### config.mk
export PLATFORM = sky130hd
export DESIGN_NAME = char_rom_arbiter_flat
export DESIGN_NICKNAME = d
export VERILOG_FILES = /design/src/rtl/char_rom_arbiter_pkg.sv /design/src/rtl/char_rom_arbiter_if.sv /design/src/rtl/char_rom_arbiter_rr_sel.sv /design/src/rtl/char_rom_arbiter.sv /design/src/flat_wrapper.sv
export SDC_FILE = /design/constraint.sdc
export NUM_CORES = 1
export LEC_CHECK = 0
export CAP_MARGIN = 20
export CORE_MARGIN = 1.5
export CORE_UTILIZATION = 35
export DETAILED_ROUTE_END_ITERATION = 12
export GPL_ROUTABILITY_DRIVEN = 0
export GPL_TIMING_DRIVEN = 0
export PLACE_DENSITY = 0.69
export SYNTH_ARGS = -nofsm -noshare
export SYNTH_HDL_FRONTEND = slang
export SYNTH_SLANG_ARGS = --single-unit
### constraint.sdc
create_clock -name NCLK -period 3.65 [get_ports NCLK]
set_clock_uncertainty 0.05 [all_clocks]
set_input_delay 1.095 -clock NCLK [delete_from_list [all_inputs] [get_ports NCLK]]
set_output_delay 1.095 -clock NCLK [all_outputs]
set_load 0.02 [all_outputs]
### src/rtl/char_rom_arbiter_pkg.sv
// Shared constants and helpers for the character-ROM arbiter slice.
// Holds field widths, default parameters and the blanking threshold.
package char_rom_pkg;

  localparam int unsigned CHAR_W          = 7;
  localparam int unsigned PIX_W           = 6;
  localparam int unsigned ROM_AW          = 13;
  localparam int unsigned DEF_NUM_REQ     = 4;
  localparam int unsigned DEF_ROM_LATENCY = 1;

  localparam logic [CHAR_W-1:0] BLANK_THRESH = 7'h20;

  // Index width that stays legal for a single requester.
  function automatic int unsigned id_width(input int unsigned n);
    return (n > 1) ? $clog2(n) : 1;
  endfunction

endpackage

### src/rtl/char_rom_arbiter_if.sv
// Requester/ROM bus of the character-ROM arbiter.
// slave: the arbiter side; master: requesters plus ROM.
interface char_rom_arbiter_if
  import char_rom_pkg::*;
#(
  parameter int unsigned NUM_REQ = DEF_NUM_REQ
) ();

  localparam int unsigned IdW = id_width(NUM_REQ);

  logic [NUM_REQ-1:0]        Req;
  logic [CHAR_W*NUM_REQ-1:0] Caracter;
  logic [PIX_W*NUM_REQ-1:0]  Address;
  logic [NUM_REQ-1:0]        Gnt;
  logic [ROM_AW-1:0]         Rom_Address;
  logic                      Rom_Q;
  logic                      Data;
  logic                      Data_Valid;
  logic [IdW-1:0]            Data_Id;

  modport slave (
    input  Req, Caracter, Address, Rom_Q,
    output Gnt, Rom_Address, Data, Data_Valid, Data_Id
  );

  modport master (
    output Req, Caracter, Address, Rom_Q,
    input  Gnt, Rom_Address, Data, Data_Valid, Data_Id
  );

endinterface

### src/rtl/char_rom_arbiter_rr_sel.sv
// Combinational round-robin pick: first active request after index last,
// ascending with wrap-around.
module rr_sel
  import char_rom_pkg::*;
#(
  parameter int unsigned NUM_REQ = DEF_NUM_REQ,
  localparam int unsigned IdW    = id_width(NUM_REQ)
) (
  input  logic [NUM_REQ-1:0] req,
  input  logic [IdW-1:0]     last,
  output logic [NUM_REQ-1:0] gnt,
  output logic [IdW-1:0]     idx,
  output logic               valid
);

  always_comb begin
    logic [IdW-1:0] cand;
    gnt   = '0;
    idx   = '0;
    valid = 1'b0;
    cand  = '0;
    // k = NUM_REQ revisits last itself, so a lone requester wins every cycle.
    for (int unsigned k = 1; k <= NUM_REQ; k++) begin
      cand = IdW'((32'(last) + k) % NUM_REQ);
      if (!valid && req[cand]) begin
        valid     = 1'b1;
        idx       = cand;
        gnt[cand] = 1'b1;
      end
    end
  end

endmodule

### src/rtl/char_rom_arbiter.sv
// Round-robin arbiter sharing one font ROM among NUM_REQ text windows.
// Optional CHAR_ROM_ARB_BLANK_EN forces Data=0 for control codes below 7'h20.
module char_rom_arbiter
  import char_rom_pkg::*;
#(
  parameter int unsigned NUM_REQ     = DEF_NUM_REQ,
  parameter int unsigned ROM_LATENCY = DEF_ROM_LATENCY
) (
  input logic               NCLK,
  input logic               RST,
  char_rom_arbiter_if.slave bus
);

  localparam int unsigned IdW = id_width(NUM_REQ);

  typedef struct packed {
    logic           valid;
    logic           blank;
    logic [IdW-1:0] id;
  } tag_t;

  logic [NUM_REQ-1:0] sel_gnt;
  logic [IdW-1:0]     sel_idx;
  logic               sel_valid;
  logic [CHAR_W-1:0]  sel_car;
  logic [PIX_W-1:0]   sel_adr;
  logic               blank_d;
  logic               data_d;

  logic [IdW-1:0]     last_q;
  logic [NUM_REQ-1:0] gnt_q;
  logic [ROM_AW-1:0]  rom_addr_q;
  tag_t               tag_q;
  tag_t               pipe_q [ROM_LATENCY];
  logic               data_q;
  logic               data_valid_q;
  logic [IdW-1:0]     data_id_q;

  rr_sel #(
    .NUM_REQ (NUM_REQ)
  ) u_rr_sel (
    .req   (bus.Req),
    .last  (last_q),
    .gnt   (sel_gnt),
    .idx   (sel_idx),
    .valid (sel_valid)
  );

  always_comb begin
    sel_car = bus.Caracter[sel_idx*CHAR_W +: CHAR_W];
    sel_adr = bus.Address[sel_idx*PIX_W +: PIX_W];
`ifdef CHAR_ROM_ARB_BLANK_EN
    blank_d = (sel_car < BLANK_THRESH);
`else
    blank_d = 1'b0;
`endif
    data_d = bus.Rom_Q & ~pipe_q[ROM_LATENCY-1].blank;
  end

  // tag_q rides alongside Rom_Address; pipe_q covers the ROM read latency.
  always_ff @(posedge NCLK) begin
    if (RST) begin
      last_q       <= IdW'(NUM_REQ - 1);
      gnt_q        <= '0;
      rom_addr_q   <= '0;
      tag_q        <= '0;
      for (int unsigned k = 0; k < ROM_LATENCY; k++) pipe_q[k] <= '0;
      data_q       <= 1'b0;
      data_valid_q <= 1'b0;
      data_id_q    <= '0;
    end else begin
      gnt_q       <= sel_gnt;
      tag_q.valid <= sel_valid;
      tag_q.blank <= blank_d;
      tag_q.id    <= sel_idx;
      if (sel_valid) begin
        last_q     <= sel_idx;
        rom_addr_q <= {sel_car, sel_adr};
      end
      pipe_q[0] <= tag_q;
      for (int unsigned k = 1; k < ROM_LATENCY; k++) pipe_q[k] <= pipe_q[k-1];
      data_valid_q <= pipe_q[ROM_LATENCY-1].valid;
      if (pipe_q[ROM_LATENCY-1].valid) begin
        data_q    <= data_d;
        data_id_q <= pipe_q[ROM_LATENCY-1].id;
      end
    end
  end

  assign bus.Gnt         = gnt_q;
  assign bus.Rom_Address = rom_addr_q;
  assign bus.Data        = data_q;
  assign bus.Data_Valid  = data_valid_q;
  assign bus.Data_Id     = data_id_q;

endmodule

### src/flat_wrapper.sv
// flat-port wrapper written by rule: the top's interface ports become plain ports
module char_rom_arbiter_flat import char_rom_pkg::*;
#(
  parameter int unsigned NUM_REQ     = DEF_NUM_REQ,
  parameter int unsigned ROM_LATENCY = DEF_ROM_LATENCY
)
  (NCLK, RST, bus_Req, bus_Caracter, bus_Address, bus_Rom_Q, bus_Gnt, bus_Rom_Address, bus_Data, bus_Data_Valid, bus_Data_Id);
  char_rom_arbiter_if #(.NUM_REQ(NUM_REQ)) bus_i ();
  input logic NCLK;
  input logic RST;
  input wire logic [$bits(bus_i.Req)-1:0] bus_Req;
  input wire logic [$bits(bus_i.Caracter)-1:0] bus_Caracter;
  input wire logic [$bits(bus_i.Address)-1:0] bus_Address;
  input wire logic [$bits(bus_i.Rom_Q)-1:0] bus_Rom_Q;
  output wire logic [$bits(bus_i.Gnt)-1:0] bus_Gnt;
  output wire logic [$bits(bus_i.Rom_Address)-1:0] bus_Rom_Address;
  output wire logic [$bits(bus_i.Data)-1:0] bus_Data;
  output wire logic [$bits(bus_i.Data_Valid)-1:0] bus_Data_Valid;
  output wire logic [$bits(bus_i.Data_Id)-1:0] bus_Data_Id;
  assign bus_i.Req = bus_Req;
  assign bus_i.Caracter = bus_Caracter;
  assign bus_i.Address = bus_Address;
  assign bus_i.Rom_Q = bus_Rom_Q;
  assign bus_Gnt = bus_i.Gnt;
  assign bus_Rom_Address = bus_i.Rom_Address;
  assign bus_Data = bus_i.Data;
  assign bus_Data_Valid = bus_i.Data_Valid;
  assign bus_Data_Id = bus_i.Data_Id;
  char_rom_arbiter #(.NUM_REQ(NUM_REQ), .ROM_LATENCY(ROM_LATENCY)) u_core (.NCLK(NCLK), .RST(RST), .bus(bus_i));
endmodule
==> out/metrics.csv <==
metric,value,unit
status,"complete, no violations",
yosys-top-cells-count,"mux2i_1 (39), dfxtp_1 (29), nand2_1 (16), o221ai_1 (12), nor2_1 (11)",
post_cts_buffers,0,
postSynthAreaPerCell,9.960,µm²
grt_max_degree,11,
cts_tree,yes,
clock_path_buffers,2,
drv_cap,0,
max_slew.worst_pin.slew,0.7933,ns
period_minus_slack,3.219,ns
ys.flop_type,dfxtp_1,
fin_nets,327,
finalMaxSlewViolations,0,
vias_per_cell,4.845,
start_util,0.3684,
syn_area,1763,µm²
ant_nets,0,
yosysUniqueCellTypes,33,
fin_setup_tns,0,ns
insertion_delay,0.28,ns
die_x,73.97,µm
slew_headroom,0.4644,
peakVddDrop,0.3442,mV
die_area,5472,µm²
area_growth_syn_to_layout,55.50,%
ys_seq_area_frac,0.3293,
drc_errors,0,
synthTopCellsByArea,"dfxtp_1 (33%), mux2i_1 (22%), o221ai_1 (6.0%), ha_1 (5.7%), nand2_1 (3.4%)",
synth_top_area_share,0.3293,
p_leak,0.001190,µW
power.density,701.3,nW/µm²
track_usage,0.1661,
crit_fanout,10,
numCtsBuffers,5,
die_h,73.97,µm
required,3.76,ns
crit_arrival,3.33,ns
synth_most_common_cell,mux2i_1,
hpwlAfterDp,3.223,mm
cts-hold-fix-buffers,0,
wire_per_inst,13.15,µm
crit_type,in2reg,
start_kind,input pin,
max_freq,0.3107,GHz
root_buffer,clkbuf_8,
async_flop_share,0,
routed_wl,4.314,mm
finalHoldViolations,0,
core_area,4786,µm²
drive_gt1_frac,0.1111,
layout_setup_ws,0.4310,ns
synth_edf_count,0,
pre_cts_ws,0.1329,ns
synth-seq-cells,29,
vias,1589,
yosysTopAreaCell,dfxtp_1,
syn-instance-count,177,
antenna_cells,0,
dpl_cell_area,2608,µm²
antenna_found_initial,0,
grt_first_pass_wirelength,6.996,mm
power,1923,µW
hold_class,reg2reg,
detail_route.iter0.violations,63,
ios,80,
rrSetupSlack,0.64,ns
dr.pass1.iters,5,
clk_pin_slew_worst_paths,0.07,ns
ctsResizeCount,0,
fp-row-count,25,
syn-num-nets,244,
finalCritPeriodShare,0.8819,
grt_pass1_vias,1543,
rsz0062_at_grt,false,
finish.instance_area,2741,µm²
yosysWarnings,0,
htreeDepth,2,
end_kind,flip-flop,
overflow,0,
clock_sinks,29,
finalSetupViolations,0,
io_buffers,76,
==> cells by family (layout without fill, tap and decap cells) <==
logic type | count (synthesis) | count (layout) | synth area share
xor+xnor | 1 | 1 | 0.004969
fa+ha+maj | 8 | 8 | 0.05678
simple gates | 46 | 46 | 0.1235
mux | 41 | 41 | 0.2470
flops | 29 | 29 | 0.3293
buf+inv | 19 | 103 | 0.08871
compound gates | 33 | 33 | 0.1497
==> registers in the layout (all words and copies together), names as in the netlist <==
register / flops
u_core.bus.Data: 1
u_core.bus.Data_Id: 2
u_core.bus.Data_Valid: 1
u_core.bus.Gnt: 4
u_core.bus.Rom_Address: 13
u_core.last_q: 2
u_core.pipe_q: 3
u_core.tag_q: 3
==> where the power goes <==
part           switching [µW]  internal [µW]
combinational             497            559
sequential               52.6            411
clock                     131            271
==> stage by stage <==
stage               instances    util  hold WS [ns]
floorplan                 177       -        0.3638
global placement          320  0.5448        0.3684
detailed placement        320  0.5448        0.3764
CTS                       328  0.5728        0.3925
global route              328  0.5728        0.4208
finish                    328  0.5728        0.3871
==> area by class of cell <==
| class | count | area, µm² |
|---|---|---|
| inverters | 6 | 22.52 |
| well taps | 67 | 83.83 |
| plain buffers | 13 | 133.9 |
| clock buffers | 5 | 68.82 |
| multi-input cells | 129 | 1026 |
| clock inverters | 3 | 65.06 |
| repair buffers | 76 | 760.7 |
| flip-flops and latches | 29 | 580.6 |
| fillers | 426 | 2044 |
==> worst max-delay path, stage by stage <==
cell	delay, ns
clkdlybuf4s50_1	0.43
buf_4	0.18
mux4_2	0.45
and2b_4	0.21
a211oi_2	0.24
buf_6	0.21
buf_12	0.17
mux2i_1	0.21
o221ai_1	0.12
==> cell usage in the layout, fill, tap and decap left out <==
cell type and n:
o2111a_1 1, bufinv_16 2, buf_12 2, clkbuf_1 1, dfxtp_1 29, and2b_4 1, a22o_2 4, and3b_1 1
nand2_1 16, mux4_2 2, nand3_1 5, a211o_1 1, dlygate4sd1_1 1, buf_6 5, clkbuf_8 5, buf_4 2
clkdlybuf4s50_1 76, a211oi_1 2, or2_2 2, nor2b_1 5, o221ai_1 12, nor2_1 11, clkinv_2 1, a211oi_2 1
xnor2_1 1, nand2b_1 2, ha_1 8, inv_1 6, buf_2 2, o21ai_0 1, o211ai_1 1, a21oi_1 7
nor3_1 2, a21o_1 2, mux2i_1 39, o311ai_0 1, nor4_1 1
==> final timing paths <==
path	start	end	cells after the start
setup reg to reg	u_core.last_q[0]	u_core.bus.Rom_Address[10]	11
setup / recovery	bus_Req[1]	u_core.bus.Rom_Address[10]	9
hold reg to reg	u_core.tag_q[0]	u_core.pipe_q[0][0]	1
hold / removal	u_core.tag_q[0]	u_core.pipe_q[0][0]	1
==> routing by layer <==
layer | vias up | track usage | wire length, µm
met3 | 9 | 0.04472 | 231
met1 | 716 | 0.2202 | 2015
li1 | 812 | - | -
met5 | - | 0 | 0
met4 | 0 | 0.06996 | 71
met2 | 52 | 0.2550 | 1995
(Power assumes the default switching activity.)
